[config.mk]
export PLATFORM = sky130hd
export DESIGN_NAME = ternary_serial_alu
export DESIGN_NICKNAME = d
export VERILOG_FILES = /design/src/rtl/ternary_pkg.sv /design/src/rtl/ternary_trit_op.sv /design/src/rtl/ternary_serial_alu.sv
export SDC_FILE = /design/constraint.sdc
export NUM_CORES = 1
export LEC_CHECK = 0
export CAP_MARGIN = 20
export CORE_UTILIZATION = 50
export DETAILED_ROUTE_END_ITERATION = 16
export PLACE_DENSITY = 0.75
export SLEW_MARGIN = 30
export SYNTH_ARGS = -nofsm -noshare
export SYNTH_HDL_FRONTEND = slang
export SYNTH_SLANG_ARGS = --single-unit
[constraint.sdc]
create_clock -name clk -period 3.5 [get_ports clk]
set_clock_uncertainty 0.1 [all_clocks]
set_input_delay 0.525 -clock clk [delete_from_list [all_inputs] [get_ports clk]]
set_output_delay 0.525 -clock clk [all_outputs]
set_load 0.005 [all_outputs]
[src/rtl/ternary_pkg.sv]
// Shared types and constants for the trit-serial ternary ALU.
// A trit is packed {hi,lo}: 00=0, 01=1, 10=2, 11=invalid.
package ternary_pkg;

    typedef logic [1:0] trit_t;

    localparam trit_t TRIT_0   = 2'b00;
    localparam trit_t TRIT_1   = 2'b01;
    localparam trit_t TRIT_2   = 2'b10;
    localparam trit_t TRIT_BAD = 2'b11;

    typedef enum logic [1:0] {
        OP_MIN  = 2'b00,
        OP_MAX  = 2'b01,
        OP_ANY  = 2'b10,
        OP_CONS = 2'b11
    } op_t;

    typedef enum logic [1:0] {
        S_IDLE = 2'b00,
        S_RUN  = 2'b01,
        S_DONE = 2'b10
    } state_t;

    function automatic logic trit_is_bad(input trit_t t);
        return (t == TRIT_BAD);
    endfunction

endpackage

[src/rtl/ternary_trit_op.sv]
// Single combinational ternary gate cell shared across all trit positions.
// An invalid code on either input forces the neutral value 1 and flags it.
module ternary_trit_op
    import ternary_pkg::*;
(
    input  op_t   op,
    input  trit_t x,
    input  trit_t y,
    output trit_t z,
    output logic  bad
);

    logic [2:0] sum_s;

    // Evaluate the selected ternary function on one trit pair
    always_comb begin
        bad   = trit_is_bad(x) | trit_is_bad(y);
        sum_s = {1'b0, x} + {1'b0, y};
        z     = TRIT_1;
        if (bad) begin
            z = TRIT_1;
        end else begin
            case (op)
                OP_MIN:  z = (x < y) ? x : y;
                OP_MAX:  z = (x > y) ? x : y;
                // any = clamp(x + y - 1, 0, 2)
                OP_ANY: begin
                    case (sum_s)
                        3'd0, 3'd1: z = TRIT_0;
                        3'd2:       z = TRIT_1;
                        default:    z = TRIT_2;
                    endcase
                end
                OP_CONS: z = (x == y) ? x : TRIT_1;
                default: z = TRIT_1;
            endcase
        end
    end

endmodule

[src/rtl/ternary_serial_alu.sv]
// Trit-serial word processor: captures an operand pair, runs one trit per clock
// through a shared gate cell (LS trit first) and holds the result until taken.
module ternary_serial_alu
    import ternary_pkg::*;
#(
    parameter int TRITS = 8
) (
    input  logic                 clk,
    input  logic                 rst,
    input  logic                 in_valid,
    output logic                 in_ready,
    input  logic [1:0]           op,
    input  logic [2*TRITS-1:0]   a,
    input  logic [2*TRITS-1:0]   b,
    output logic                 out_valid,
    input  logic                 out_ready,
    output logic [2*TRITS-1:0]   result,
    output logic                 err
);

    localparam int               CNT_W    = $clog2(TRITS);
    localparam logic [CNT_W-1:0] CNT_LAST = CNT_W'(TRITS - 1);

    state_t               state_r;
    state_t               state_next_s;
    logic [CNT_W-1:0]     cnt_r;
    logic [2*TRITS-1:0]   a_r;
    logic [2*TRITS-1:0]   b_r;
    op_t                  op_r;
    logic [2*TRITS-1:0]   result_r;
    logic                 err_r;
    logic                 in_ready_r;
    logic                 out_valid_r;

    logic [2*TRITS-1:0]   a_shift_s;
    logic [2*TRITS-1:0]   b_shift_s;
    trit_t                trit_a_s;
    trit_t                trit_b_s;
    trit_t                trit_res_s;
    logic                 trit_bad_s;

    // Select the current trit of each captured operand
    always_comb begin
        a_shift_s = a_r >> {cnt_r, 1'b0};
        b_shift_s = b_r >> {cnt_r, 1'b0};
        trit_a_s  = a_shift_s[1:0];
        trit_b_s  = b_shift_s[1:0];
    end

    ternary_trit_op u_cell (
        .op  (op_r),
        .x   (trit_a_s),
        .y   (trit_b_s),
        .z   (trit_res_s),
        .bad (trit_bad_s)
    );

    // Next-state logic for the sequencer
    always_comb begin
        state_next_s = state_r;
        case (state_r)
            S_IDLE: begin
                if (in_valid) state_next_s = S_RUN;
                else          state_next_s = S_IDLE;
            end
            S_RUN: begin
                if (cnt_r == CNT_LAST) state_next_s = S_DONE;
                else                   state_next_s = S_RUN;
            end
            S_DONE: begin
                if (out_ready) state_next_s = S_IDLE;
                else           state_next_s = S_DONE;
            end
            default: state_next_s = S_IDLE;
        endcase
    end

    // State register with registered handshake flags derived from next state
    always_ff @(posedge clk) begin
        if (rst) begin
            state_r     <= S_IDLE;
            in_ready_r  <= 1'b1;
            out_valid_r <= 1'b0;
        end else begin
            state_r     <= state_next_s;
            in_ready_r  <= (state_next_s == S_IDLE);
            out_valid_r <= (state_next_s == S_DONE);
        end
    end

    // Operand capture, trit counter and result/err accumulation
    always_ff @(posedge clk) begin
        if (rst) begin
            cnt_r    <= '0;
            a_r      <= '0;
            b_r      <= '0;
            op_r     <= OP_MIN;
            result_r <= '0;
            err_r    <= 1'b0;
        end else begin
            case (state_r)
                S_IDLE: begin
                    if (in_valid) begin
                        a_r      <= a;
                        b_r      <= b;
                        op_r     <= op_t'(op);
                        result_r <= '0;
                        err_r    <= 1'b0;
                        cnt_r    <= '0;
                    end
                end
                S_RUN: begin
                    for (int i = 0; i < TRITS; i++) begin
                        if (cnt_r == CNT_W'(i)) result_r[2*i +: 2] <= trit_res_s;
                    end
                    err_r <= err_r | trit_bad_s;
                    // Saturate at the last trit so the index never leaves range
                    if (cnt_r != CNT_LAST) cnt_r <= cnt_r + CNT_W'(1);
                end
                default: begin
                end
            endcase
        end
    end

    assign in_ready  = in_ready_r;
    assign out_valid = out_valid_r;
    assign result    = result_r;
    assign err       = err_r;

endmodule
Yosys cells after proc, flatten, opt, wreduce, memory -nomap -nowiden --
Index checks and enable logic that the tools add are counted.
Word-level totals: bits of input ports 38, bits in registers 58, output and inout port bits 19, logic and storage cells 96
Operators by class: bitwise gates (word level) 2, $add $sub $neg 2, order comparisons 2, reduce and logical (&&, ||, !) cells 18, shift operators 2, equal/unequal tests 29, multiplexer cells 25
Operators by type and width (count):
- case mux 16 bit (2 select lines) | 1
- right shift 16 x 4 -> 2 bit | 2
- 2-to-1 mux 2 bit | 14
- AND reduction 3 bit | 9
- != test 2 bit (second input constant) | 10
- 2-to-1 mux 16 bit | 1
- equality test 2 bit (second input constant) | 6
- equality test 3 bit (second input constant) | 4
- equality test 3 x 2 -> 1 bit (second input constant) | 3
- case mux 2 bit (4 select lines) | 1
- equality test 3 x 1 -> 1 bit (second input constant) | 2
- zero test 2 bit | 3
- zero test 3 bit | 2
- 2-to-1 mux 3 bit | 2
- case mux 2 bit (3 select lines) | 1
- case mux 3 bit (2 select lines) | 1
- equality test 2 x 1 -> 1 bit (second input constant) | 2
- case mux 2 bit (2 select lines) | 1
- AND reduction 2 bit | 2
- adder 2 x 2 -> 3 bit | 1
- adder 3 x 1 -> 3 bit (second input constant) | 1
- != test 3 bit (second input constant) | 1
- equality test 2 bit | 1
- > comparator 2 bit | 1
- other kinds (6) | 8

Longest topological paths before layout --
Gate-level depths: netlist of run 1.
depth in word-level cells 9, depth in mapped cells 12, gate-level depth less buffers 10

Hierarchy --
A second synthesis of run 1 with hierarchy kept.
Unflattened totals: cells, all modules 305, area total of the unflattened synthesis 2716.4 µm²
Modules (own cells, without submodules):
- ternary_serial_alu | area an instance 2481.1 µm², instances 1, sequential area each 1161.1 µm², cells each 276
- ternary_trit_op | area an instance 235.2 µm², instances 1, sequential area each 0.0 µm², cells each 29

Worst setup path after synthesis of run 1 --
No wires, ideal clock.
path kind reg2reg, start point register cnt_r[0], end point register result_r[1], in the netlist result[1], cell stages (with the launch flop) 9, slack 0.448 ns, data arrival time 2.892 ns, period minus slack after synthesis 3.052 ns, setup time 0.061 ns, buffers on the path 1, required time 3.339 ns, path through dfxtp_1 -> buf_6 -> mux4_2 -> mux2i_1 -> ha_1 -> nand2b_1 -> or4_4 -> a211oi_4 -> a32o_1
On the way: longest elaborated chain between the ends 9, elaborated cells on any way between the ends 24, classes of those cells add/sub (1); order compare (2); eq/ne (6); shift (2); mux (8); bitwise (1); reduce/logical (4)
RTL lines:
- start: declaration | line ternary_serial_alu.sv:26 | logic [CNT_W-1:0] cnt_r;
- start signal: assignment | line ternary_serial_alu.sv:118 | if (cnt_r != CNT_LAST) cnt_r <= cnt_r + CNT_W'(1);
- right shift 16 x 4 -> 2 bit, on equally long branches | line ternary_serial_alu.sv:44, ternary_serial_alu.sv:45
- adder 2 x 2 -> 3 bit | line ternary_trit_op.sv:18 | sum_s = {1'b0, x} + {1'b0, y};
- equality test 3 x 1 -> 1 bit or zero test 3 bit (tied branches) | line ternary_trit_op.sv:28 | case (sum_s)
- OR reduction 2 bit | line ternary_trit_op.sv:28
- case mux 2 bit (2 select lines) | line ternary_trit_op.sv:28
- case mux 2 bit (4 select lines) | line ternary_trit_op.sv:23 | case (op)
- 2-to-1 mux 2 bit | line ternary_trit_op.sv:20 | if (bad) begin
- 2-to-1 mux 2 bit | line ternary_serial_alu.sv:114 | if (cnt_r == CNT_W'(i)) result_r[2*i +: 2] <= trit_res_s;
- case mux 16 bit (2 select lines) | line ternary_serial_alu.sv:101 | case (state_r)
- end signal: indexed assignment | line ternary_serial_alu.sv:114
- end: declaration | line ternary_serial_alu.sv:30 | logic [2*TRITS-1:0] result_r;
Parallel ways exist; a longest one is shown, timed or not. The select of a mux whose other input is x is not followed. A chain may end at the register's enable or synchronous reset.

Final worst setup path of run 1 --
start point register cnt_r[0], end point register result_r[7], in the netlist result[7]
Same word-level chain as after synthesis.

==> qor.csv, run 1 <==
stage,metric,value,unit
clock_tree,clkTransAtPathRegs,0.06,ns
synth,yosysTopAreaCell,dfxtp_1,
grt,grt_pass1_wl,11100,um
synth,syn_inst,326,
detailed_routing,dr.first_iter.drc_count,181,
sta,rsz0062_at_grt,no,
sta,fmax,304,MHz
layout,utilization,70.6,%
critical_path,crit_buf_inv,4,
detailed_routing,wl,6580,um
sta,finalSetupViolCount,0,
clock_tree,clk_latency,0.34,ns
synth,ys.flop_type,dfxtp_1,
critical_path,path_cells,buf_4 > mux4_1 > mux2i_1 > inv_1 > ha_1 > inv_1 > fa_1 > o21ai_0 > a21oi_1 > a211oi_4 > buf_12 > a32o_1,
floorplan,start_util,53.1,%
grt,grt_pass1_vias,2345,
synth,synth_area_per_cell,8.53,um2
critical_path,setup.worst_path.end_class,register,
clock_tree,tritoncts,built,
power_and_ir_drop,p_int,1.29,mW
placement,port_buffers,56,
placement,dp_hpwl,4590,um
grt,grt_usage,24.2,%
critical_path,worstPathMaxFanout,10,
layout,final_cell_mix,"nand2_1, dfxtp_1, clkdlybuf4s50_1",
clock_tree,htreeDepth,3,
sta,hold_violations,0,
layout,nNetsFinal,436,
power_and_ir_drop,clkPwrFrac,43.4,%
sta,hold_slack,0.353,ns
sta,finalCriticalPeriod,3.29,ns
power_and_ir_drop,netSwitchingFraction,24.5,%
detailed_routing,final_antenna_net_count,0,
synth,synth_seq_cells,58,
grt,grt_antenna_before_repair,0,
layout,final_common_cell,nand2_1,
job,cap_violations,0,
power_and_ir_drop,combPwrFrac,15.0,%
sta,worst_pin_slew,0.844,ns
clock_tree,post_cts_resized,0,
grt,grt_max_degree,45,
detailed_routing,first_pass_iters,5,
layout,layout-drive-gt1-share,10.2,%
synth,ys_seq_area_share,41.8,%
power_and_ir_drop,power,1.71,mW
floorplan,fp-row-count,26,
layout,regArea,1160,um2
synth,synth_area_leaders,"dfxtp_1, nand2_1, a21oi_1",
critical_path,crit_required,3.68,ns
synth,ys_types,41,
critical_path,start_kind,register,
power_and_ir_drop,p_leak,1.47,nW
critical_path,critical-path-top-delay-family,multiplexers,
synth,yosys_warnings,0,
sta,maxSlewHeadroom,43.5,%
power_and_ir_drop,power_density,464,nW/um2
floorplan,io-pin-count,57,
sta,finalCritPeriodShare,93.9,%
clock_tree,cts_setup_buffers,0,
layout,multi_input_area,1510,um2
grt,grt-ovfl-total,0,
detailed_routing,wire_per_inst,14.3,um
power_and_ir_drop,p_seq_share,41.5,%
synth,synth_area,2780,um2
clock_tree,cts_root_buf,clkbuf_8,
sta,fin_tns_setup,0,ns
critical_path,cp_slowest_cell,mux4_1,
clock_tree,cts_num_sinks,58,
clock_tree,cts_buffers,9,
power_and_ir_drop,ir_worst_vdd,0.000380,V
layout,fillers,416,
placement,routabilityCongestion,0.835,
synth,yosys.area.top_type_share,41.8,%
synth,synth_edf_count,0,
critical_path,crit_top_cell,inv_1,
synth,synthArstFlopShare,0,%
floorplan,die_x,76.6,um
layout,area_growth,32.9,%
clock_tree,postCtsHoldBufs,0,
critical_path,crit_type,register to register,
sta,slew_violations,0,
synth,synth_nets,376,
floorplan,core_area,5240,um2
critical_path,critPathArrivalTime,3.47,ns
outcome,status,"finished, final reports clean",
critical_path,max_stage_delay,0.58,ns
floorplan,die_h,76.6,um
floorplan,die_area,5860,um2
detailed_routing,route.detailed.drc,0,
detailed_routing,vias,2544,
layout,antenna_cells,0,
worst_hold_path,hold_path.class,register to register,
detailed_routing,via_per_inst,5.52,
power_and_ir_drop,p_sw,0.421,mW
clock_tree,cts.path.max_buffers,2,
flip-flops by register name, indices dropped and copies added, names as in the netlist:
register   flops
result        16
a_r           16
op_r           2
in_ready       1
b_r           16
state_r        2
err            1
cnt_r          3
out_valid      1
worst paths after layout:
path         slack (ns)  cells after the start      from        end
max reg2reg        0.21                     12  cnt_r[0]  result[7]
min reg2reg        0.35                      2    b_r[6]     b_r[6]
max                0.21                     12  cnt_r[0]  result[7]
min                0.35                      2    b_r[6]     b_r[6]
synth_stat cells (2+ instances only):
cell type,number
dfxtp_1,58
a31oi_1,2
o21ai_0,2
and3_1,7
ha_1,11
nor3b_1,2
mux4_2,2
mux2i_1,3
nand2_1,91
a32o_1,9
mux2_2,3
clkbuf_1,15
or3_1,2
or2_2,2
nor3_1,4
a221oi_1,2
inv_1,10
buf_2,2
o31ai_1,6
a41oi_1,6
a21oi_1,42
mux4_1,4
nand2b_1,7
nor2_1,17
kinds of logic after synthesis:
family / after synthesis / share of synthesized area, %
adders and majority gates: 12 / 5.67
DFF: 58 / 41.8
muxes: 13 / 8.19
and+or+nand+nor: 136 / 21.0
AOI/OAI and AO/OA: 78 / 19.1
buffers and inverters: 29 / 4.28
per-layer routing:
metal,wire (um),global-route usage (%),part of all wire (%)
met1,3040,31.7,46
met2,3090,37.0,47
met3,339,7.78,5.2
met4,110,9.23,1.7
met5,0,0,0
cell type report:
type | instances | area share (%)
Clock buffer | 13 | 4.84
Sequential cell | 58 | 31.4
Timing Repair Buffer | 67 | 17.7
Tap cell | 70 | 2.37
Clock inverter | 3 | 1.86
Multi-Input combinational cell | 239 | 40.7
Inverter | 11 | 1.12
worst register-to-register path, stage by stage, from the launching register on:
cell,delay (ns)
dfxtp_1,0.33
buf_4,0.19
mux4_1,0.58
mux2i_1,0.29
inv_1,0.14
ha_1,0.21
inv_1,0.07
fa_1,0.43
o21ai_0,0.21
a21oi_1,0.13
a211oi_4,0.28
buf_12,0.15
a32o_1,0.12
stage by stage:
step,instances,cell area (um2),worst slack (ns)
2_1_floorplan,326,2780,0.448
3_3_place_gp,442,3420,0.124
3_5_place_dp,443,3420,0.131
4_1_cts,459,3670,0.0803
5_1_grt,461,3700,0.0478
6_report,461,3700,0.213
power groups by stage:
stage	registers (mW)	clock network [mW]	logic, mW
after detailed placement	0.727	0	0.251
after global routing	0.716	0.788	0.285
after floorplan	0.719	0	0.154
after CTS	0.712	0.755	0.253
final	0.712	0.744	0.258
after global placement	0.727	0	0.245
No activity file was read; power rests on OpenSTA's default activity.
==> inputs of run 2 (changes only) <==
--- a/config.mk
+++ b/config.mk
@@ -7,8 +7,10 @@
 export LEC_CHECK = 0
 export CAP_MARGIN = 20
 export CORE_UTILIZATION = 50
+export CTS_CLUSTER_SIZE = 8
 export DETAILED_ROUTE_END_ITERATION = 16
 export PLACE_DENSITY = 0.75
+export RECOVER_POWER = 100
 export SLEW_MARGIN = 30
 export SYNTH_ARGS = -nofsm -noshare
 export SYNTH_HDL_FRONTEND = slang
==> run 2 against run 1 <==
Global-route usage did not move. Final area decreased by 0.37%. Non-clock buffer count unchanged. Fmax grew 0.15%. Combinational power about the same. Sequential power hardly changed. Sequential share of layout area is 0.12 points higher. Power shrank 0.34%. Utilization fell by 0.26 points. Routed wire length is essentially flat. Cell count unchanged. Register-to-register slack about the same.
==> qor.csv, run 2 (synthesis gave the netlist of run 1 again) <==
stage,metric,value,unit,change
critical_path,cp_slowest_cell,mux4_1,,
power_and_ir_drop,p_leak,1.52,nW,+3.5%
floorplan,fp-row-count,26,,unchanged
sta,maxSlewHeadroom,5.17,%,-38 points
critical_path,max_stage_delay,0.58,ns,about the same
clock_tree,cts_buffers,9,,unchanged
outcome,status,"finished, final reports clean",,
sta,hold_violations,0,,unchanged
worst_hold_path,hold_path.class,register to register,,
detailed_routing,final_antenna_net_count,0,,unchanged
critical_path,path_cells,buf_4 > mux4_1 > mux2i_1 > inv_1 > ha_1 > inv_1 > fa_1 > o21ai_0 > a21oi_1 > a211oi_4 > buf_12 > a32o_1,,
placement,port_buffers,56,,unchanged
grt,grt_max_degree,45,,unchanged
clock_tree,cts_num_sinks,58,,unchanged
power_and_ir_drop,power_density,464,nW/um2,about the same
sta,fin_tns_setup,0,ns,unchanged
power_and_ir_drop,p_int,1.29,mW,-0.26%
grt,grt_antenna_before_repair,0,,unchanged
grt,grt_pass1_wl,11100,um,unchanged
detailed_routing,wire_per_inst,14.3,um,about the same
sta,finalCriticalPeriod,3.28,ns,-0.00492 ns
placement,routabilityCongestion,0.835,,unchanged
clock_tree,clk_latency,0.34,ns,about the same
sta,rsz0062_at_grt,no,,
power_and_ir_drop,combPwrFrac,14.9,%,about the same
detailed_routing,via_per_inst,5.54,,+0.35%
layout,nNetsFinal,436,,unchanged
layout,final_common_cell,nand2_1,,
clock_tree,tritoncts,built,,
grt,grt_pass1_vias,2345,,unchanged
critical_path,setup.worst_path.end_class,register,,
sta,finalCritPeriodShare,93.8,%,-0.14 points
layout,area_growth,32.4,%,
power_and_ir_drop,ir_worst_vdd,0.000375,V,-1.3%
critical_path,worstPathMaxFanout,10,,unchanged
placement,dp_hpwl,4590,um,unchanged
clock_tree,cts.path.max_buffers,2,,unchanged
critical_path,crit_top_cell,inv_1,,
grt,grt-ovfl-total,0,,unchanged
floorplan,io-pin-count,57,,unchanged
clock_tree,post_cts_resized,0,,unchanged
layout,final_cell_mix,"nand2_1, dfxtp_1, a21oi_1",,
floorplan,die_x,76.6,um,unchanged
floorplan,die_area,5860,um2,unchanged
detailed_routing,first_pass_iters,6,,+1
detailed_routing,route.detailed.drc,0,,unchanged
power_and_ir_drop,clkPwrFrac,43.4,%,about the same
clock_tree,cts_root_buf,clkbuf_8,,
critical_path,crit_required,3.68,ns,about the same
floorplan,die_h,76.6,um,unchanged
critical_path,crit_type,register to register,,
critical_path,start_kind,register,,
layout,layout-drive-gt1-share,9.21,%,-1.0 points
placement,dpl_worst_slack,0.131,ns,unchanged
floorplan,start_util,53.1,%,unchanged
clock_tree,htreeDepth,3,,unchanged
critical_path,critPathArrivalTime,3.46,ns,about the same
detailed_routing,dr.first_iter.drc_count,226,,+25%
sta,worst_slack,0.218,ns,+0.00492 ns
clock_tree,clkTransAtPathRegs,0.06,ns,about the same
sta,slew_violations,0,,unchanged
detailed_routing,wl,6570,um,about the same
detailed_routing,vias,2553,,+0.35%
power_and_ir_drop,netSwitchingFraction,24.5,%,-0.064 points
power_and_ir_drop,p_sw,0.418,mW,-0.60%
sta,fmax,305,MHz,+0.15%
sta,finalSetupViolCount,0,,unchanged
power_and_ir_drop,p_seq_share,41.7,%,+0.2 points
layout,antenna_cells,0,,unchanged
job,cap_violations,0,,unchanged
floorplan,core_area,5240,um2,unchanged
sta,worst_pin_slew,1.42,ns,+0.578 ns
grt,grt_usage,24.2,%,unchanged
[run 2: cell count changes in the layout (fill, tap and decap cells not counted)]
cell,delta
buf_4,-2
nor3b_1,+1
buf_2,-1
clkdlybuf4s50_1,-20
clkbuf_1,+3
dlygate4sd3_1,+20
nor3b_2,-1
[run 2: power by group through the flow]
stage	combinational [mW]	sequential (mW)	clock (mW)
2_1_floorplan	0.154	0.719	0
3_3_place_gp	0.245	0.727	0
3_5_place_dp	0.251	0.727	0
4_1_cts	0.253	0.712	0.755
5_1_grt	0.282	0.715	0.788
6_report	0.255	0.712	0.742
[run 2: final cells by class]
cell class / count / area [um2]
Timing Repair Buffer: 67 / 644
Fill cell: 418 / 1560
Clock inverter: 3 / 68.8
Tap cell: 70 / 87.6
Clock buffer: 13 / 179
Inverter: 11 / 41.3
Multi-Input combinational cell: 239 / 1500
Sequential cell: 58 / 1160
[run 2: repair_timing]
| item | in CTS | in global routing |
|---|---|---|
| endpoints found under the hold margin | 0 | 0 |
| hold buffers | 0 | 0 |
| setup buffers | 0 | 2 |
| setup endpoints to repair | 0 | 12 |
[run 2: worst paths after layout]
kind,startpoint,endpoint,slack (ns),depth (start not counted)
hold / removal,b_r[6],b_r[6],0.35,2
hold reg to reg,b_r[6],b_r[6],0.35,2
setup reg to reg,cnt_r[0],result[7],0.22,12
setup / recovery,cnt_r[0],result[7],0.22,12
[run 2: layer usage]
| metal | global-route usage, % | share of wire, % | up-vias |
|---|---|---|---|
| met5 | 0 | 0 | - |
| met4 | 9.23 | 0.87 | 0 |
| met3 | 7.78 | 6.4 | 6 |
| met2 | 37.0 | 47 | 95 |
| met1 | 31.7 | 46 | 1183 |
| li1 | - | - | 1269 |
[run 2: metrics by stage]
stage | util [%] | power, mW | area (um2) | hold WS (ns) | std cells
final | 70.3 | 1.71 | 3680 | 0.354 | 461
after CTS | 70.0 | 1.72 | 3670 | 0.356 | 459
after detailed placement | 65.3 | 0.978 | 3420 | 0.347 | 443
after global routing | 70.3 | 1.79 | 3680 | 0.378 | 461
after global placement | 65.2 | 0.972 | 3420 | 0.341 | 442
after floorplan | - | 0.873 | 2780 | 0.332 | 326
[run 2: critical path, delay by kind of cell (launching register included)]
family                   cells  cell delay, ns
flip-flops                   1            0.33
multiplexers                 2            0.87
AO/OA/AOI/OAI                4            0.74
adder cells (fa/ha/maj)      2            0.63
buffers and inverters        4            0.55
